## src/rtl/id_ex_ula.sv

```systemverilog
// ID/EX pipeline register feeding the 32-bit ULA: OP decode, immediate extension, stall/flush.
// Define ID_EX_ULA_FWD_EN to enable EX/MEM and MEM/WB operand forwarding.
module id_ex_ula #(
    parameter int unsigned W  = 32,
    parameter int unsigned RW = 5
) (
    input  logic          clock,
    input  logic          reset,
    input  logic          stall,
    input  logic          flush,
    input  logic          id_valid,
    input  logic [W-1:0]  id_rs_val,
    input  logic [W-1:0]  id_rt_val,
    input  logic [RW-1:0] id_rs,
    input  logic [RW-1:0] id_rt,
    input  logic [RW-1:0] id_rd,
    input  logic [15:0]   id_imm,
    input  logic [1:0]    id_alu_op,
    input  logic [5:0]    id_funct,
    input  logic [1:0]    id_imm_op,
    input  logic          id_alu_src,
    input  logic          id_reg_write,
    input  logic          exmem_reg_write,
    input  logic [RW-1:0] exmem_rd,
    input  logic [W-1:0]  exmem_val,
    input  logic          memwb_reg_write,
    input  logic [RW-1:0] memwb_rd,
    input  logic [W-1:0]  memwb_val,
    output logic [W-1:0]  ula_a,
    output logic [W-1:0]  ula_b,
    output logic [3:0]    ula_op,
    output logic [W-1:0]  store_data,
    output logic [RW-1:0] ex_rd,
    output logic          ex_reg_write,
    output logic          ex_valid
);

    logic          valid_q;
    logic          reg_write_q;
    logic          alu_src_q;
    logic [RW-1:0] rd_q;
    logic [RW-1:0] rs_q;
    logic [RW-1:0] rt_q;
    logic [W-1:0]  rs_val_q;
    logic [W-1:0]  rt_val_q;
    logic [W-1:0]  imm_q;
    logic [3:0]    op_q;

    logic [3:0]    op_dec;
    logic [W-1:0]  imm_ext;
    logic [W-1:0]  fwd_rs;
    logic [W-1:0]  fwd_rt;

    always_comb begin
        op_dec = 4'b0010;
        unique case (id_alu_op)
            2'b00: op_dec = 4'b0010;
            2'b01: op_dec = 4'b0110;
            2'b10: begin
                case (id_funct)
                    6'b100000: op_dec = 4'b0010;
                    6'b100010: op_dec = 4'b0110;
                    6'b100100: op_dec = 4'b0000;
                    6'b100101: op_dec = 4'b0001;
                    6'b100110: op_dec = 4'b0011;
                    6'b100111: op_dec = 4'b1100;
                    6'b101010: op_dec = 4'b0111;
                    default:   op_dec = 4'b1111;
                endcase
            end
            2'b11: begin
                unique case (id_imm_op)
                    2'b00: op_dec = 4'b0000;
                    2'b01: op_dec = 4'b0001;
                    2'b10: op_dec = 4'b0011;
                    2'b11: op_dec = 4'b0111;
                endcase
            end
        endcase
    end

    // Logical immediates are unsigned; slt and arithmetic use the signed form.
    always_comb begin
        if (id_alu_op == 2'b11 && id_imm_op != 2'b11) begin
            imm_ext = {{(W-16){1'b0}}, id_imm};
        end else begin
            imm_ext = {{(W-16){id_imm[15]}}, id_imm};
        end
    end

    always_ff @(posedge clock) begin
        if (reset) begin
            valid_q     <= 1'b0;
            reg_write_q <= 1'b0;
            alu_src_q   <= 1'b0;
            rd_q        <= '0;
            rs_q        <= '0;
            rt_q        <= '0;
            rs_val_q    <= '0;
            rt_val_q    <= '0;
            imm_q       <= '0;
            op_q        <= 4'b0000;
        end else if (flush) begin
            valid_q     <= 1'b0;
            reg_write_q <= 1'b0;
            alu_src_q   <= 1'b0;
            rd_q        <= '0;
            rs_q        <= '0;
            rt_q        <= '0;
            rs_val_q    <= '0;
            rt_val_q    <= '0;
            imm_q       <= '0;
            op_q        <= 4'b0010;
        end else if (!stall) begin
            valid_q     <= id_valid;
            reg_write_q <= id_reg_write & id_valid;
            alu_src_q   <= id_alu_src;
            rd_q        <= id_rd;
            rs_q        <= id_rs;
            rt_q        <= id_rt;
            rs_val_q    <= id_rs_val;
            rt_val_q    <= id_rt_val;
            imm_q       <= imm_ext;
            op_q        <= op_dec;
        end
    end

`ifdef ID_EX_ULA_FWD_EN
    // EX/MEM is the younger result, so it is applied last and wins.
    always_comb begin
        fwd_rs = rs_val_q;
        if (memwb_reg_write && memwb_rd != '0 && memwb_rd == rs_q) fwd_rs = memwb_val;
        if (exmem_reg_write && exmem_rd != '0 && exmem_rd == rs_q) fwd_rs = exmem_val;
        fwd_rt = rt_val_q;
        if (memwb_reg_write && memwb_rd != '0 && memwb_rd == rt_q) fwd_rt = memwb_val;
        if (exmem_reg_write && exmem_rd != '0 && exmem_rd == rt_q) fwd_rt = exmem_val;
    end
`else
    logic unused_fwd;
    assign unused_fwd = ^{exmem_reg_write, exmem_rd, exmem_val,
                          memwb_reg_write, memwb_rd, memwb_val, rs_q, rt_q};
    assign fwd_rs = rs_val_q;
    assign fwd_rt = rt_val_q;
`endif

    assign ula_a        = fwd_rs;
    assign store_data   = fwd_rt;
    assign ula_b        = alu_src_q ? imm_q : fwd_rt;
    assign ula_op       = op_q;
    assign ex_rd        = rd_q;
    assign ex_reg_write = reg_write_q;
    assign ex_valid     = valid_q;

endmodule

```

## config.mk

```make
export PLATFORM = sky130hd
export DESIGN_NAME = id_ex_ula
export DESIGN_NICKNAME = d
export VERILOG_FILES = /design/src/rtl/id_ex_ula.sv
export SDC_FILE = /design/constraint.sdc
export NUM_CORES = 1
export LEC_CHECK = 0
export CAP_MARGIN = 5
export CORE_ASPECT_RATIO = 1.4
export CORE_MARGIN = 3
export CORE_UTILIZATION = 30
export DETAILED_ROUTE_END_ITERATION = 10
export PLACE_DENSITY = 0.81
export SYNTH_ARGS = -nofsm -noshare
export SYNTH_HDL_FRONTEND = slang
export SYNTH_SLANG_ARGS = --single-unit
```

## constraint.sdc

```tcl
create_clock -name clock -period 1.2 [get_ports clock]
set_input_delay 0.12 -clock clock [delete_from_list [all_inputs] [get_ports clock]]
set_output_delay 0.12 -clock clock [all_outputs]
set_load 0.05 [all_outputs]
```

==> results of run 1 <==
==> per-layer routing <==
layer	part of all wire, %	wire length [um]	global-route usage [%]	vias to the layer above
met2	52	6660	33.1	182
met3	8.8	1140	5.49	31
met1	36	4620	19.9	1652
li1	-	-	-	1696
met4	3.2	408	7.45	0
met5	0	0	0	-
==> metrics by stage <==
stage	setup WS, ns	hold WS, ns
2_1_floorplan	-0.0555	0.189
3_3_place_gp	-0.279	0.470
3_5_place_dp	-0.404	0.483
4_1_cts	-0.349	0.207
5_1_grt	-0.375	0.184
6_report	-0.323	0.180
==> critical path: stages, from the launching register on <==
cell and delay, ns:
dfxtp_4 0.41, buf_12 0.15, mux2_2 0.35, buf_6 0.16
==> cell families after synthesis <==
group,count (synthesis),synth area share [%]
adders and majority gates,1,0.268
and+or+nand+nor,105,11.2
AOI/OAI and AO/OA,33,5.06
buffers and inverters,46,5.59
muxes,102,27.9
DFF,93,49.8
xor gates and xnor gates,1,0.234
==> cell usage after synthesis <==
cell / instances / area [um2]
a22oi_1: 2 / 15.0
o31a_1: 1 / 8.76
maj3_1: 1 / 10.0
inv_1: 20 / 75.1
a21oi_1: 9 / 45.0
buf_2: 14 / 70.1
a311o_1: 1 / 10.0
a21o_1: 1 / 7.51
nand2_1: 4 / 15.0
o21ai_0: 17 / 85.1
a2111oi_1: 1 / 10.0
or4_1: 1 / 7.51
or2_2: 1 / 6.26
mux2_2: 16 / 180
clkbuf_1: 7 / 26.3
xnor2_1: 1 / 8.76
nor2_1: 92 / 345
or3b_2: 1 / 8.76
buf_4: 5 / 37.5
nor2b_1: 2 / 12.5
mux2i_1: 86 / 861
nand2b_1: 2 / 12.5
a211oi_1: 1 / 7.51
nor3_1: 2 / 10.0
dfxtp_1: 93 / 1860
==> worst max-delay path by stage <==
stage | end | from | slack [ns]
after floorplan | ula_b[19] | alu_src_q$_SDFFE_PP0N_ | -0.06
after global placement | ula_op[3]$_SDFFE_PP0N_ | id_funct[5] | -0.28
after detailed placement | ula_op[3]$_SDFFE_PP0N_ | id_funct[3] | -0.40
after CTS | ula_b[0] | alu_src_q$_SDFFE_PP0N_ | -0.35
after global routing | ula_b[1] | alu_src_q$_SDFFE_PP0N_ | -0.38
final | ula_b[0] | alu_src_q$_SDFFE_PP0N_ | -0.32
==> power by group through the flow <==
stage,clock network (mW),logic [mW],registers (mW)
detailed placement,0,1.84,3.38
global placement,0,1.80,3.37
CTS,2.95,1.87,3.31
finish,2.87,1.86,3.30
global route,3.05,1.95,3.32
floorplan,0,0.594,3.60
==> registers in the layout, summed over array words and instances, names as in the netlist <==
name	count
alu_src_q	1
ula_a	32
ex_reg_write	1
ex_valid	1
imm_q	17
ula_op	4
ex_rd	5
store_data	32
==> cell type report <==
type / count / area share, %
clock inverter: 6 / 0.922
tap: 147 / 2.38
timing repair buffer: 228 / 43.7
clock buffer: 10 / 2.96
inverter: 20 / 0.971
multi-input combinational: 242 / 24.8
sequential: 93 / 24.3
==> repair_timing <==
action | 4_1_cts | 5_1_grt
resized for setup | 20 | 4
endpoints found under the setup margin | 33 | 33
cloned | 2 | 0
pin swaps | 3 | 5
setup buffers | 3 | 0
==> impl_results.md, run 1 <==
- Outcome: complete, but fails checks
- Failing checks: setup timing
- Syn avg cell area: 9.81 um2
- Fraction of layout cells with a size suffix above 1: 32.2%
- Total Power: 8.04 mW
- H-tree depth: 3
- R2r worst-path depth: 4
- Clock root cell: clkbuf_16
- DRT Pass-1 Iters: 4
- Core box area: 12000 um2
- Fin area: 7730 um2
- Utilization after layout: 64.4%
- Synth Instances: 381
- CP Data Required Time: 1.08 ns
- Initial DRC count: 66
- Placer Congestion: 0.820
- Max IR drop VDD: 0.000653 V
- Max Slew Vio Count: 0
- Pwr/cell area: 1040 nW/um2
- Mapped Area: 3740 um2
- Longest Clk Path Bufs: 2
- Synthesized Nets: 569
- CTS buffer count: 9
- Seq/Total Area, Yosys: 49.8%
- Cells after DPL: 725
- Initial antenna violation count: 0
- YS warnings: 0
- Max Fclk: 0.657 GHz
- Netlist cell types: 25
- Critical path class: flop to primary output
- Vias in the first global route: 3866
- Area of the multi-input gates: 1910 um2
- Placed inst area: 7260 um2
- Final min period: 1.52 ns
- Final hold violations: 0
- Ports: 295
- Critical Path Source Type: flop
- Total track usage: 18.5%
- Site Rows: 47
- Combinational share of power: 23.2%
- Final setup TNS: -8.93 ns
- Pleak: 3.25 nW
- Post-Route WL: 12.8 mm
- Area Growth Syn to Fin: 107%
- Dpl hpwl: 9.85 mm
- Worst Setup End Kind: primary output
- Clock sinks: 93
- Hold Path Cell Cnt: 3
- Sw power: 2.21 mW
- Worst Hold Path EP: ula_op[2]$_SDFFE_PP0N_
- RSZ-0062 raised after global routing: true
- Initial core utilization: 31.2%
- Die Footprint: 13900 um2
- Sequential power share: 41.1%
- Most common cell after layout, fill and taps aside: buf_12
- Crit Path Max Fanout: 9
- Hold_buf cts: 0
- Sw Ratio: 27.5%
- Min-delay src: id_alu_op[1]
- Max-Cap Viols: 0
- Critical path arrival: 1.40 ns
- Register area: 1880 um2
- Global-route wire length before repair: 20.3 mm
- # DRC: 0
- GR Overflow Total: 0
- CTS tree: done
- Clk Latency, worst-skew pair: 0.33 ns
- Largest net degree at the start of global routing: 40
- Clock-pin slew on the worst setup and hold paths: 0.07 ns
- Most frequent cells in the layout: buf_12 (106), clkdlybuf4s50_1 (98), nor2_1 (92), mux2i_1 (86), dfxtp_1 (81)
- Number of diodes: 0
- Nets: 782
- Slew HR: 80.6%
- Period utilization: 127%
- Vias per cell: 4.77
- Post-synthesis register bit count: 93
- Wire per inst: 17.2 um
- Final setup viols: 32
- Final ANT Viol Nets: 0
- I/O Buffers: 208
- Fillers: 880
- Die Wd: 100 um
- Fin cells: 746
- Internal: 5.82 mW
- Worst R2R Setup Slack: 0.22 ns
- FF-to-FF Start: alu_src_q$_SDFFE_PP0N_
- Reg2reg end: alu_src_q$_SDFFE_PP0N_
- Worst setup margin: -0.323 ns
- Total number of vias: 3561
- Die span in y: 138 um
- Clock Skew: 0 ns
- Hold crit path type: input port to flop
- Clock Power Share: 35.7%
- Slew @ Worst Pin: 0.289 ns
Power figures use the tool's default switching activity.
==> inputs of run 2 (changes only) <==
Settings changed: GPL_TIMING_DRIVEN set to 0.
==> run 2 against run 1 <==
Effect of this change: the run still ends with setup timing left; sequential share of layout area up 3.8 points; sequential cell count unchanged; clock power decreased by 7.7%; worst hold slack improved by 0.063 ns; non-clock buffer count is 16 higher; clock skew is the same; register-to-register slack worse by 0.07 ns; global-route usage decreased by 0.36 points; first-iteration DRC count is 3.0% lower; critical path depth increased by 1; fmax is 4.8% lower; count of clock-buffer cells in the layout unchanged; critical path type unchanged.
==> impl_results.md, run 2 (synthesis gave the netlist of run 1 again) <==
- Min-delay src: id_funct[2]
- Final min period: 1.60 ns
- Core box area: 12000 um2
- DRT Pass-1 Iters: 4
- Period utilization: 133%
- Die span in y: 138 um
- H-tree depth: 3
- Final ANT Viol Nets: 0
- Site Rows: 47
- Max-Cap Viols: 0
- CTS buffer count: 9
- Max IR drop VDD: 0.000608 V
- Longest Clk Path Bufs: 2
- R2r worst-path depth: 5
- # DRC: 0
- Total Power: 7.51 mW
- Hold slack final: 0.242 ns
- Dpl ws: -0.990 ns
- Dpl hpwl: 9.74 mm
- Fraction of layout cells with a size suffix above 1: 33.8%
- Clock Skew: 0 ns
- Fin cells: 762
- GR Overflow Total: 0
- Critical Path Source Type: flop
- Critical path arrival: 1.48 ns
- Vias per cell: 4.62
- Max Fclk: 0.625 GHz
- Max stage delay cell, worst path: dfxtp_4
- Hold crit path type: input port to flop
- Final setup viols: 32
- Max Slew Vio Count: 0
- CP delay by family, top: buffers and inverters
- FF-to-FF Start: alu_src_q$_SDFFE_PP0N_
- Clock-pin slew on the worst setup and hold paths: 0.07 ns
- Initial core utilization: 31.2%
- Levels on crit path: 4
- CP Data Required Time: 1.08 ns
- Total track usage: 18.1%
- Final setup TNS: -11.05 ns
- Hold_buf cts: 0
- Slew @ Worst Pin: 0.655 ns
- Pwr/cell area: 1120 nW/um2
- Clock sinks: 93
- Area Growth Syn to Fin: 79.1%
- Total number of vias: 3520
- Clock root cell: clkbuf_16
- Fillers: 1042
- Slew HR: 56.3%
- Buf/Inv on CP: 3
- Global-route wire length before repair: 19.7 mm
- Worst-path cell chain: clkbuf_16 -> clkbuf_16 -> mux2_4 -> buf_6
- Initial DRC count: 64
- Hold Path Cell Cnt: 3
- Crit path largest cell delay: 0.36 ns
- Largest net degree at the start of global routing: 17
- Most used cell, CP: clkbuf_16
- Most frequent cells in the layout: clkdlybuf4s50_1 (95), nor2_1 (92), mux2i_1 (86), dfxtp_1 (81), buf_2 (59)
- Final hold violations: 0
- Critical Path Start: alu_src_q$_SDFFE_PP0N_
- Die Footprint: 13900 um2
- I/O Buffers: 207
- Die Wd: 100 um
- Most common cell after layout, fill and taps aside: clkdlybuf4s50_1
- Clk Latency, worst-skew pair: 0.34 ns
- Placer Congestion: 0.792
- Initial antenna violation count: 0
- RSZ-0062 raised after global routing: true
- CTS tree: done
- Nets: 798
- Vias in the first global route: 3716
- Pleak: 3.05 nW
- Worst setup margin: -0.399 ns
- Worst Setup End Kind: primary output
- Post-Route WL: 12.9 mm
- Failing checks: setup timing
- Number of diodes: 0
- Wire per inst: 16.9 um
- Ports: 295
- Outcome: complete, but fails checks
- Critical path class: flop to primary output
- Crit Path Max Fanout: 5
- Cells after DPL: 735
run 2: changes by cell type in the layout (fill, tap and decap cells not counted), sizes merged, moves of 2 or more:
| cell | change |
|---|---|
| buf | -15 |
| clkdlybuf4s15 | +13 |
| clkbuf | +9 |
| clkdlybuf4s18 | +9 |
| clkdlybuf4s50 | -3 |
| clkinv | +2 |
| dlymetal6s2s | +2 |
run 2: path summary, 6_finish.rpt:
check                                end  slack, ns
setup / recovery                ula_b[3]      -0.40
hold / removal    ula_op[1]$_SDFFE_PP0P_       0.24
setup reg to reg  alu_src_q$_SDFFE_PP0N_       0.15
hold reg to reg   ula_op[3]$_SDFFE_PP0N_       0.49
run 2: power by group:
part,switching (mW),internal [mW]
Combinational,0.865,0.738
Sequential,0.0640,3.19
Clock,1.23,1.42
Total,2.16,5.35
run 2: layout make-up:
class	count	area (um2)	area share, %
Timing Repair Buffer	218	2100	31.3
Multi-Input combinational cell	242	1930	28.9
Sequential cell	93	1880	28.1
Inverter	20	75.1	1.12
Clock buffer	10	229	3.42
Clock inverter	6	47.5	0.710
Tap cell	147	184	2.75
Buffer	26	250	3.74
run 2: timing repair:
action | in CTS | in global routing
pin swaps | 4 | 3
endpoints found under the setup margin | 189 | 89
resized for setup | 537 | 96
gates cloned | 3 | 2
setup buffers | 5 | 1
run 2: through the flow:
step | cell area, um2 | utilization (%)
3_5_place_dp | 6240 | 52.0
3_3_place_gp | 6240 | 52.0
2_1_floorplan | 3980 | -
4_1_cts | 6790 | 56.6
6_report | 6700 | 55.8
5_1_grt | 6700 | 55.8
run 2: metal layers:
layer | track usage, % | vias to the layer above | share of wire, %
met4 | 5.75 | 0 | 2.0
met5 | 0 | - | 0
met3 | 5.90 | 18 | 9.4
li1 | - | 1725 | -
met1 | 19.8 | 1616 | 38
met2 | 32.5 | 161 | 51
run 2: worst reg2reg max path: stages (launching register included):
cell and delay, ns:
dfxtp_4 0.36, buf_6 0.15, buf_16 0.15, buf_4 0.13, mux2i_1 0.12, nor2_1 0.05
